<file path="src/rtl/seg_scan_ctrl.sv">
// Multiplexed 8-digit display scanner: a prescaler times the digit slots, and a
// shadow/active digit file with frame-aligned commit drives registered Q and anode outputs.
module seg_scan_ctrl #(
    parameter int unsigned REFRESH_DIV = 100000,
    parameter int unsigned BLANK_CYC   = 8
) (
    input  logic       clk,
    input  logic       reset_n,
    input  logic       wr_en,
    input  logic [2:0] wr_addr,
    input  logic [3:0] wr_data,
    input  logic       commit,
    input  logic [7:0] en_mask,
    output logic [3:0] Q,
    output logic [7:0] anode,
    output logic [2:0] digit_sel,
    output logic       commit_pending,
    output logic       frame_tick
);

    localparam int unsigned   PW        = (REFRESH_DIV > 1) ? $clog2(REFRESH_DIV) : 1;
    localparam logic [PW-1:0] PRESC_MAX = PW'(REFRESH_DIV - 1);
    localparam logic [PW-1:0] BLANK_END = PW'(BLANK_CYC);

    logic [PW-1:0]   presc_q, presc_d;
    logic [2:0]      digit_sel_q, digit_sel_d;
    logic [7:0][3:0] shadow_q, shadow_d;
    logic [7:0][3:0] active_q, active_d;
    logic            pending_q, pending_d;
    logic            frame_tick_q, frame_tick_d;
    logic [3:0]      q_q, q_d;
    logic [7:0]      anode_q, anode_d;
    logic            slot_tick;
    logic            wrap;

    always_comb begin
        slot_tick   = (presc_q == PRESC_MAX);
        wrap        = slot_tick && (digit_sel_q == 3'd7);
        presc_d     = slot_tick ? '0 : presc_q + PW'(1);
        digit_sel_d = slot_tick ? digit_sel_q + 3'd1 : digit_sel_q;

        // The copy reads shadow_q, so a write landing on the wrap edge stays in shadow only
        shadow_d = shadow_q;
        if (wr_en) begin
            shadow_d[wr_addr] = wr_data;
        end
        active_d = active_q;
        if (wrap && pending_q) begin
            active_d = shadow_q;
        end

        pending_d = pending_q;
        if (commit) begin
            pending_d = 1'b1;
        end else if (wrap) begin
            pending_d = 1'b0;
        end

        frame_tick_d = wrap;

        // Outputs are computed from next-state values so Q, anode and digit_sel move together
        q_d = en_mask[digit_sel_d] ? active_d[digit_sel_d] : 4'hF;
        anode_d = '1;
        if ((presc_d >= BLANK_END) && en_mask[digit_sel_d]) begin
            anode_d[digit_sel_d] = 1'b0;
        end
    end

    always_ff @(posedge clk or negedge reset_n) begin
        if (!reset_n) begin
            presc_q      <= '0;
            digit_sel_q  <= '0;
            shadow_q     <= '0;
            active_q     <= '0;
            pending_q    <= 1'b0;
            frame_tick_q <= 1'b0;
            q_q          <= '0;
            anode_q      <= '1;
        end else begin
            presc_q      <= presc_d;
            digit_sel_q  <= digit_sel_d;
            shadow_q     <= shadow_d;
            active_q     <= active_d;
            pending_q    <= pending_d;
            frame_tick_q <= frame_tick_d;
            q_q          <= q_d;
            anode_q      <= anode_d;
        end
    end

    assign Q              = q_q;
    assign anode          = anode_q;
    assign digit_sel      = digit_sel_q;
    assign commit_pending = pending_q;
    assign frame_tick     = frame_tick_q;

endmodule

</file>
<file path="config.mk">
export PLATFORM = sky130hd
export DESIGN_NAME = seg_scan_ctrl
export DESIGN_NICKNAME = d
export VERILOG_FILES = /design/src/rtl/seg_scan_ctrl.sv
export SDC_FILE = /design/constraint.sdc
export NUM_CORES = 1
export LEC_CHECK = 0
export CORE_AREA = 2 2 89 112
export DETAILED_ROUTE_END_ITERATION = 16
export DIE_AREA = 0 0 91 114
export PLACE_DENSITY = 0.73
export SLEW_MARGIN = 20
export SYNTH_ARGS = -nofsm -noshare
export SYNTH_HDL_FRONTEND = slang
export SYNTH_SLANG_ARGS = --single-unit
</file>
<file path="constraint.sdc">
create_clock -name clk -period 5.54 [get_ports clk]
set_input_delay 0.831 -clock clk [delete_from_list [all_inputs] [get_ports clk]]
set_output_delay 0.831 -clock clk [all_outputs]
set_load 0.02 [all_outputs]
</file>
==> impl_metrics.py, run 1 <==
metrics = {
    "critical_path": {
        "crit_arrival_ps": 3720,
        "worstSetupPathType": "flop to flop",
        "cp-start-kind": "flop",
        "path_max_fanout": 20,
        "endpoint_kind": "flop",
        "required_ps": 5700,
    },
    "placement": {
        "gp_congestion": 0.891,
        "io_buffers": 35,
        "pre_cts_ws_ps": 2100,
        "dp_hpwl_mm": 7.66,
        "post-place-cells": 547,
    },
    "sta": {
        "period_share": 0.642,
        "hold-worst-slack_ps": 500,
        "slew-limit-headroom": 0.441,
        "tightestPinTransition_ps": 832,
        "maxSlewViolCount": 0,
        "rsz0062_at_grt": "false",
        "fin_tns_setup_ps": 0,
        "layout_min_cycle_time_ps": 3560,
        "hold_viol_final": 0,
        "fin_ws_ps": 1980,
        "finalSetupViolCount": 0,
        "skew_ps": 5.88,
        "fmax_ghz": 0.281,
    },
    "clock_tree": {
        "cts.clk_slew.worst_paths_ps": 70,
        "htreeDepth": 3,
        "post_cts_resized": 0,
        "cts_hold_buf": 0,
        "cts_root_buf": "clkbuf_16",
        "cts_tree": "done",
        "postCtsSetupRepairBufs": 0,
        "cts_sinks": 98,
        "cts_made_buffers": 9,
        "clk_latency_ps": 340,
        "clockBufferDepth": 2,
    },
    "yosys": {
        "syn_avg_cell_area_um2": 11.6,
        "synth_top_cell_by_area": "dfrtp_1",
        "synth_warnings": 0,
        "synth_edf_count": 0,
        "ys_seq_elements": 98,
        "ys_types": 65,
        "yosysSeqAreaShare": 0.522,
        "synth_area_leaders": "dfrtp_1, mux2_2, dfstp_2",
        "synth_ff_type": "dfrtp_1",
        "synthArstFlopShare": 1.00,
        "syn_area_um2": 4720,
        "synth_top_area_share": 0.478,
        "synth.most_common_cell": "dfrtp_1",
        "yosys-top-cells-count": "dfrtp_1, mux2_2, nand2_1, nand4_1, a22oi_1",
        "syn_inst": 408,
        "syn-num-nets": 430,
    },
    "floorplan": {
        "pin_count": 36,
        "core_area_um2": 9410,
        "row_count": 40,
        "die_h_um": 114,
        "dieArea_um2": 10400,
        "die_w_um": 91,
        "initial_core_util": 0.501,
    },
    "pwr": {
        "swShare": 0.226,
        "seq_power_share": 0.522,
        "ir_drop_mv": 0.154,
        "p_comb_frac": 0.066,
        "powerDensity_nw_per_um2": 284,
        "pwr-share-clk": 0.412,
        "leakagePower_nw": 2.29,
        "p_switching_mw": 0.348,
        "intPower_mw": 1.19,
    },
    "route": {
        "routed_wl_mm": 10.7,
        "drc": 0,
        "vias": 3380,
        "drt_iter0_drc": 274,
        "routedWlPerCell_um": 19.0,
        "routed_via_density": 6.00,
        "top_layer_used": "met4",
        "drtPass1Iterations": 6,
        "wl_met2_mm": 5.83,
        "wl_met1_mm": 4.24,
        "final_antenna_net_count": 0,
        "routed-wl-met3_um": 415,
    },
    "final_layout": {
        "final_cells": 563,
        "postLayoutCoreUtil": 0.577,
        "nets": 454,
        "synthToLayoutAreaGrowth_pct": 15.1,
        "drive_gt1_frac": 0.222,
        "antenna-diode-count": 0,
    },
    "global_route": {
        "antenna_found_initial": 0,
        "grt_pass1_vias": 3421,
        "grt_max_degree": 52,
        "grt_pass1_wl_mm": 17.8,
        "track_usage": 0.221,
        "gr-total-overflow": 0,
    },
    "status": {
        "status": "complete, no violations",
    },
    "min_path": {
        "holdCritPathClass": "input port to asynchronous set/reset pin",
    },
    "job": {
        "cap_violations": 0,
    },
}
-- worst paths after layout --
path	slack [ps]	end	cells after the start	start
setup / recovery	1980	Q[2]	7	digit_sel[0]
setup reg to reg	1980	Q[2]	7	digit_sel[0]
min in group clk	500	active_q[19]	1	active_q[19]
max in group asynchronous	3970	shadow_q[20]	2	reset_n
hold reg to reg	500	active_q[19]	1	active_q[19]
hold / removal	500	shadow_q[11]	1	reset_n
-- through the flow --
step                instance area [um^2]  power [mW]
detailed placement                  5110       0.921
floorplan                           4720       0.857
CTS                                 5420        1.56
global placement                    5110       0.914
global route                        5430        1.61
finish                              5430        1.54
-- cell type report --
cell class	count	area, um^2
Sequential cell	98	2460
Clock buffer	10	239
Fill cell	809	3980
Tap cell	126	158
Timing Repair Buffer	36	355
Clock inverter	6	72.6
Inverter	5	18.8
Multi-Input combinational cell	282	2120
-- cell usage in the layout (no fill, tap or decap), drive strengths merged, types with 3 or more instances in the layout --
cell / count
mux2: 53
nand2: 38
a22oi: 19
dfrtp: 90
o21ai: 20
xor2: 3
a2111oi: 5
or2: 4
nand4b: 3
xnor2: 12
nand4: 23
nor4: 3
and2: 3
or3: 3
nor2b: 3
nor2: 15
dfstp: 8
inv: 6
nor3b: 3
nand3: 10
clkbuf: 10
o221ai: 4
clkinv: 3
clkdlybuf4s50: 34
nor3: 10
ha: 3
o211ai: 12
nand2b: 4
-- power groups by stage --
stage	Clock (mW)	Combinational [mW]	Sequential [mW]
floorplan	0	0.0549	0.802
global placement	0	0.0981	0.816
detailed placement	0	0.103	0.819
CTS	0.647	0.103	0.806
global route	0.685	0.112	0.811
finish	0.635	0.101	0.805
-- state kept, by name, summed over array words and instances, names as in the netlist --
signal	cells
active_q	32
shadow_q	32
presc_q	17
anode	8
Q	4
digit_sel	3
commit_pending	1
frame_tick	1
-- routing by layer --
metal / global-route usage / vias to the layer above
li1: - / 1578
met1: 0.267 / 1707
met2: 0.393 / 78
met3: 0.0383 / 17
met4: 0.0848 / 0
met5: 0 / -
-- critical path: stages (launching register included) --
cell and delay, ps:
dfrtp_1 720, ha_1 250, ha_1 160, and2_0 560
nand3_2 570, mux2_2 480, a2111oi_0 470, nand4_1 170
-- cells by family (layout without fill, tap and decap cells) --
logic type,after synthesis,in the layout,synth area share
flip-flops,98,98,0.522
XOR/XNOR,15,15,0.0279
adder cells (fa/ha/maj),3,3,0.00796
buffers and inverters,28,57,0.0287
AO/OA/AOI/OAI,78,78,0.123
multiplexers,55,55,0.137
AND/OR/NAND/NOR,131,131,0.153
Note: power is estimated with default switching activity, not from simulation.
==> run 2, diff against run 1 <==
- clock period: 5.54 -> 3.5 ns (I/O delays scaled with it)
==> impl_metrics.py, run 2 (synthesis gave the netlist of run 1 again) <==
metrics = {
    "global_route": {
        "grt_use_met1": 0.274,
        "grt-busiest-layer": "met2",
        "grt_pass1_wl_mm": 18.2,
        "met3_usage": 0.0370,
        "antenna_found_initial": 0,
        "grt_util_met2": 0.407,
        "grt_max_degree": 37,
        "gr-total-overflow": 0,
        "grt_pass1_vias": 3559,
        "track_usage": 0.226,
    },
    "floorplan": {
        "die_w_um": 91,
        "core_area_um2": 9410,
        "initial_core_util": 0.501,
        "die_h_um": 114,
        "row_count": 40,
        "pin_count": 36,
        "dieArea_um2": 10400,
    },
    "sta": {
        "layout_min_cycle_time_ps": 2880,
        "fin_tns_setup_ps": 0,
        "hold_viol_final": 0,
        "fin_ws_ps": 619,
        "period_share": 0.823,
        "fmax_ghz": 0.347,
        "rsz0062_at_grt": "false",
        "finalSetupViolCount": 0,
        "hold-worst-slack_ps": 142,
        "skew_ps": 6.75,
        "slew-limit-headroom": 0.506,
        "maxSlewViolCount": 0,
        "tightestPinTransition_ps": 742,
    },
    "critical_path": {
        "cp-start-kind": "flop",
        "startpoint": "presc_q[0]",
        "timing.rr.start": "presc_q[0]",
        "required_ps": 3750,
        "crit_slowest_cell": "or4b_1",
        "path_cells": "ha_1, and4b_1, and2_1, nand2_1, o21ai_0, or4b_1, o211ai_1",
        "worstSetupPathType": "flop to flop",
        "crit_arrival_ps": 3140,
        "endpoint_kind": "flop",
        "path_max_fanout": 13,
        "slowest_delay_ps": 630,
    },
    "min_path": {
        "holdCritPathClass": "input port to asynchronous set/reset pin",
    },
    "clock_tree": {
        "cts_made_buffers": 9,
        "post_cts_resized": 0,
        "clockBufferDepth": 2,
        "cts_hold_buf": 0,
        "postCtsSetupRepairBufs": 0,
        "cts_sinks": 98,
        "clk_latency_ps": 340,
        "htreeDepth": 3,
        "cts_tree": "done",
        "cts_root_buf": "clkbuf_16",
        "cts.clk_slew.worst_paths_ps": 70,
    },
    "placement": {
        "dp_hpwl_mm": 8.11,
        "io_buffers": 35,
        "pre_cts_ws_ps": 656,
        "gp_congestion": 0.887,
    },
    "final_layout": {
        "final_cell_mix": "dfrtp_1, mux2_2, nand2_1, clkdlybuf4s50_1, nand4_1",
        "largestRegisters": "active_q x32, shadow_q x32, presc_q x17",
        "synthToLayoutAreaGrowth_pct": 15.8,
        "regArea_um2": 2460,
        "nets": 464,
        "layout_commonest_cell": "dfrtp_1",
        "multiInputGateArea_um2": 2120,
        "drive_gt1_frac": 0.233,
        "antenna-diode-count": 0,
        "fillerInstances": 854,
    },
    "job": {
        "cap_violations": 0,
    },
    "pwr": {
        "pwr-share-clk": 0.389,
        "p_comb_frac": 0.070,
        "seq_power_share": 0.541,
        "ir_drop_mv": 0.223,
        "powerDensity_nw_per_um2": 428,
        "leakagePower_nw": 2.33,
        "intPower_mw": 1.81,
        "p_switching_mw": 0.526,
        "swShare": 0.225,
    },
    "route": {
        "drtPass1Iterations": 5,
        "drc": 0,
        "final_antenna_net_count": 0,
        "routed_via_density": 6.08,
        "routedWlPerCell_um": 19.3,
        "drt_iter0_drc": 254,
        "vias": 3484,
        "routed_wl_mm": 11.1,
    },
    "status": {
        "status": "complete, no violations",
    },
}
-- run 2: metal layers --
| layer | wire length (um) | vias to the layer above |
|---|---|---|
| met5 | 0 | - |
| met4 | 213 | 0 |
| li1 | - | 1603 |
| met2 | 6020 | 87 |
| met1 | 4430 | 1774 |
| met3 | 396 | 20 |
-- run 2: worst paths after layout --
check / end / slack [ps] / depth (start not counted)
setup / recovery: anode[2] / 620 / 7
min in group clk: active_q[11] / 500 / 1
hold / removal: active_q[12] / 140 / 1
setup reg to reg: anode[2] / 620 / 7
hold reg to reg: active_q[11] / 500 / 1
max in group asynchronous: anode[4] / 2500 / 2
-- run 2: worst max-delay path: cells and delay by family (launching register included) --
family,cells,cell delay (ps)
fa+ha+maj,1,310
simple gates,4,1660
compound gates,2,410
flops,1,420
-- run 2: cell type report --
cell class	count	area share
Timing Repair Buffer	46	0.0788
Sequential cell	98	0.451
Multi-Input combinational cell	282	0.388
Clock inverter	5	0.00550
Tap cell	126	0.0289
Inverter	5	0.00344
Clock buffer	11	0.0445
-- run 2: power groups by stage --
| stage | Sequential (mW) | Combinational [mW] | Clock, mW |
|---|---|---|---|
| 2_1_floorplan | 1.27 | 0.0869 | 0 |
| 3_3_place_gp | 1.28 | 0.158 | 0 |
| 3_5_place_dp | 1.28 | 0.166 | 0 |
| 4_1_cts | 1.26 | 0.167 | 0.920 |
| 5_1_grt | 1.27 | 0.180 | 0.968 |
| 6_report | 1.26 | 0.163 | 0.908 |
-- run 2: per-stage QoR --
stage	util	cells	cell area [um^2]	power [mW]
floorplan	-	408	4720	1.36
global placement	0.551	557	5190	1.43
detailed placement	0.551	557	5190	1.45
CTS	0.580	573	5460	2.35
global route	0.580	573	5460	2.42
finish	0.580	573	5460	2.33
==> run 3, diff against run 2 <==
- clock period: 3.5 -> 2.9 ns (I/O delays scaled with it)
==> impl_metrics.py, run 3 (synthesis gave the netlist of run 1 again) <==
metrics = {
    "critical_path": {
        "crit_arrival_ps": 2980,
        "required_ps": 3090,
        "path_max_fanout": 22,
        "reg2reg_to": "Q[2]",
        "endpoint_kind": "flop",
        "r2r_slack_ps": 120,
        "worstSetupPathType": "flop to flop",
        "timing.rr.start": "presc_q[11]",
        "reg2reg_depth": 7,
        "cp-start-kind": "flop",
    },
    "floorplan": {
        "die_h_um": 114,
        "core_area_um2": 9410,
        "initial_core_util": 0.501,
        "pin_count": 36,
        "die_w_um": 91,
        "dieArea_um2": 10400,
        "row_count": 40,
    },
    "clock_tree": {
        "cts_tree": "done",
        "htreeDepth": 3,
        "cts_root_buf": "clkbuf_16",
        "cts_sinks": 98,
        "cts_made_buffers": 9,
        "clk_latency_ps": 340,
        "cts.clk_slew.worst_paths_ps": 60,
        "cts_hold_buf": 0,
        "clockBufferDepth": 2,
        "post_cts_resized": 0,
        "postCtsSetupRepairBufs": 0,
    },
    "placement": {
        "io_buffers": 35,
        "gp_congestion": 0.996,
        "dp_hpwl_mm": 8.06,
    },
    "final_layout": {
        "nets": 477,
        "drive_gt1_frac": 0.258,
        "postLayoutCoreUtil": 0.592,
        "synthToLayoutAreaGrowth_pct": 18.1,
        "antenna-diode-count": 0,
        "largestRegisters": "active_q x32, shadow_q x32, presc_q x17",
        "layout_commonest_cell": "dfrtp_1",
        "final_cell_mix": "dfrtp_1, mux2_2, nand2_1, clkdlybuf4s50_1, buf_4",
    },
    "sta": {
        "tightestPinTransition_ps": 645,
        "fmax_ghz": 0.359,
        "period_share": 0.960,
        "skew_ps": 6.90,
        "maxSlewViolCount": 0,
        "finalSetupViolCount": 0,
        "layout_min_cycle_time_ps": 2780,
        "fin_tns_setup_ps": 0,
        "slew-limit-headroom": 0.567,
        "hold_viol_final": 0,
        "rsz0062_at_grt": "false",
    },
    "pwr": {
        "powerDensity_nw_per_um2": 500,
        "ir_drop_mv": 0.253,
        "leakagePower_nw": 2.40,
    },
    "route": {
        "routedWlPerCell_um": 18.7,
        "drt_iter0_drc": 248,
        "drc": 0,
        "routed_via_density": 5.84,
        "final_antenna_net_count": 0,
        "routed_wl_mm": 10.9,
        "vias": 3411,
        "drtPass1Iterations": 4,
    },
    "job": {
        "cap_violations": 0,
    },
    "global_route": {
        "grt_pass1_wl_mm": 18.1,
        "track_usage": 0.223,
        "gr-total-overflow": 0,
        "antenna_found_initial": 0,
        "grt_max_degree": 55,
        "grt_pass1_vias": 3501,
    },
    "status": {
        "status": "complete, no violations",
    },
    "min_path": {
        "holdCritPathClass": "input port to asynchronous set/reset pin",
    },
}
## run 3: critical path: stages (launching register included)
cell and delay, ps:
dfrtp_1 420, or4b_4 580, or3_4 470, o211ai_4 280, a22oi_1 140, a2111oi_1 470
buf_4 190, nand4_1 80
## run 3: worst max path at each step
stage,from,endpoint,cells past startpoint
final,presc_q[11],Q[2],7
after global routing,presc_q[11],Q[2],7
after CTS,presc_q[11],anode[2],6
after detailed placement,presc_q[11],Q[0],6
after global placement,presc_q[11],anode[0],6
after floorplan,presc_q[13],Q[3],8
## run 3: area by class of cell
type	count	area, um^2
clock buffers	9	225
clock inverters	5	32.5
fillers	772	3840
inverters	5	18.8
multi-input cells	282	2130
flip-flops and latches	98	2460
well taps	126	158
repair buffers	59	541
## run 3: routing by layer
layer	track usage	vias up	part of all wire
met4	0.0939	0	0.019
met5	0	-	0
met2	0.387	61	0.52
met3	0.0337	13	0.026
li1	-	1625	-
met1	0.279	1712	0.43
## run 3: per-stage QoR
| step | instances | worst slack (ps) | power (mW) | cell area, um^2 | hold WS (ps) |
|---|---|---|---|---|---|
| floorplan | 408 | 432 | 1.64 | 4720 | 139 |
| global placement | 570 | 126 | 1.73 | 5300 | 474 |
| detailed placement | 570 | 77.3 | 1.75 | 5300 | 480 |
| CTS | 584 | 51.8 | 2.81 | 5560 | 118 |
| global route | 584 | 9.28 | 2.89 | 5570 | 155 |
| finish | 584 | 117 | 2.78 | 5570 | 99.5 |
## run 3: power breakdown
group	switching (mW)	internal [mW]	leakage [nW]	total, mW
registers	0.0544	1.47	1.25	1.52
clock network	0.491	0.571	0.131	1.06
logic	0.0830	0.113	1.02	0.196
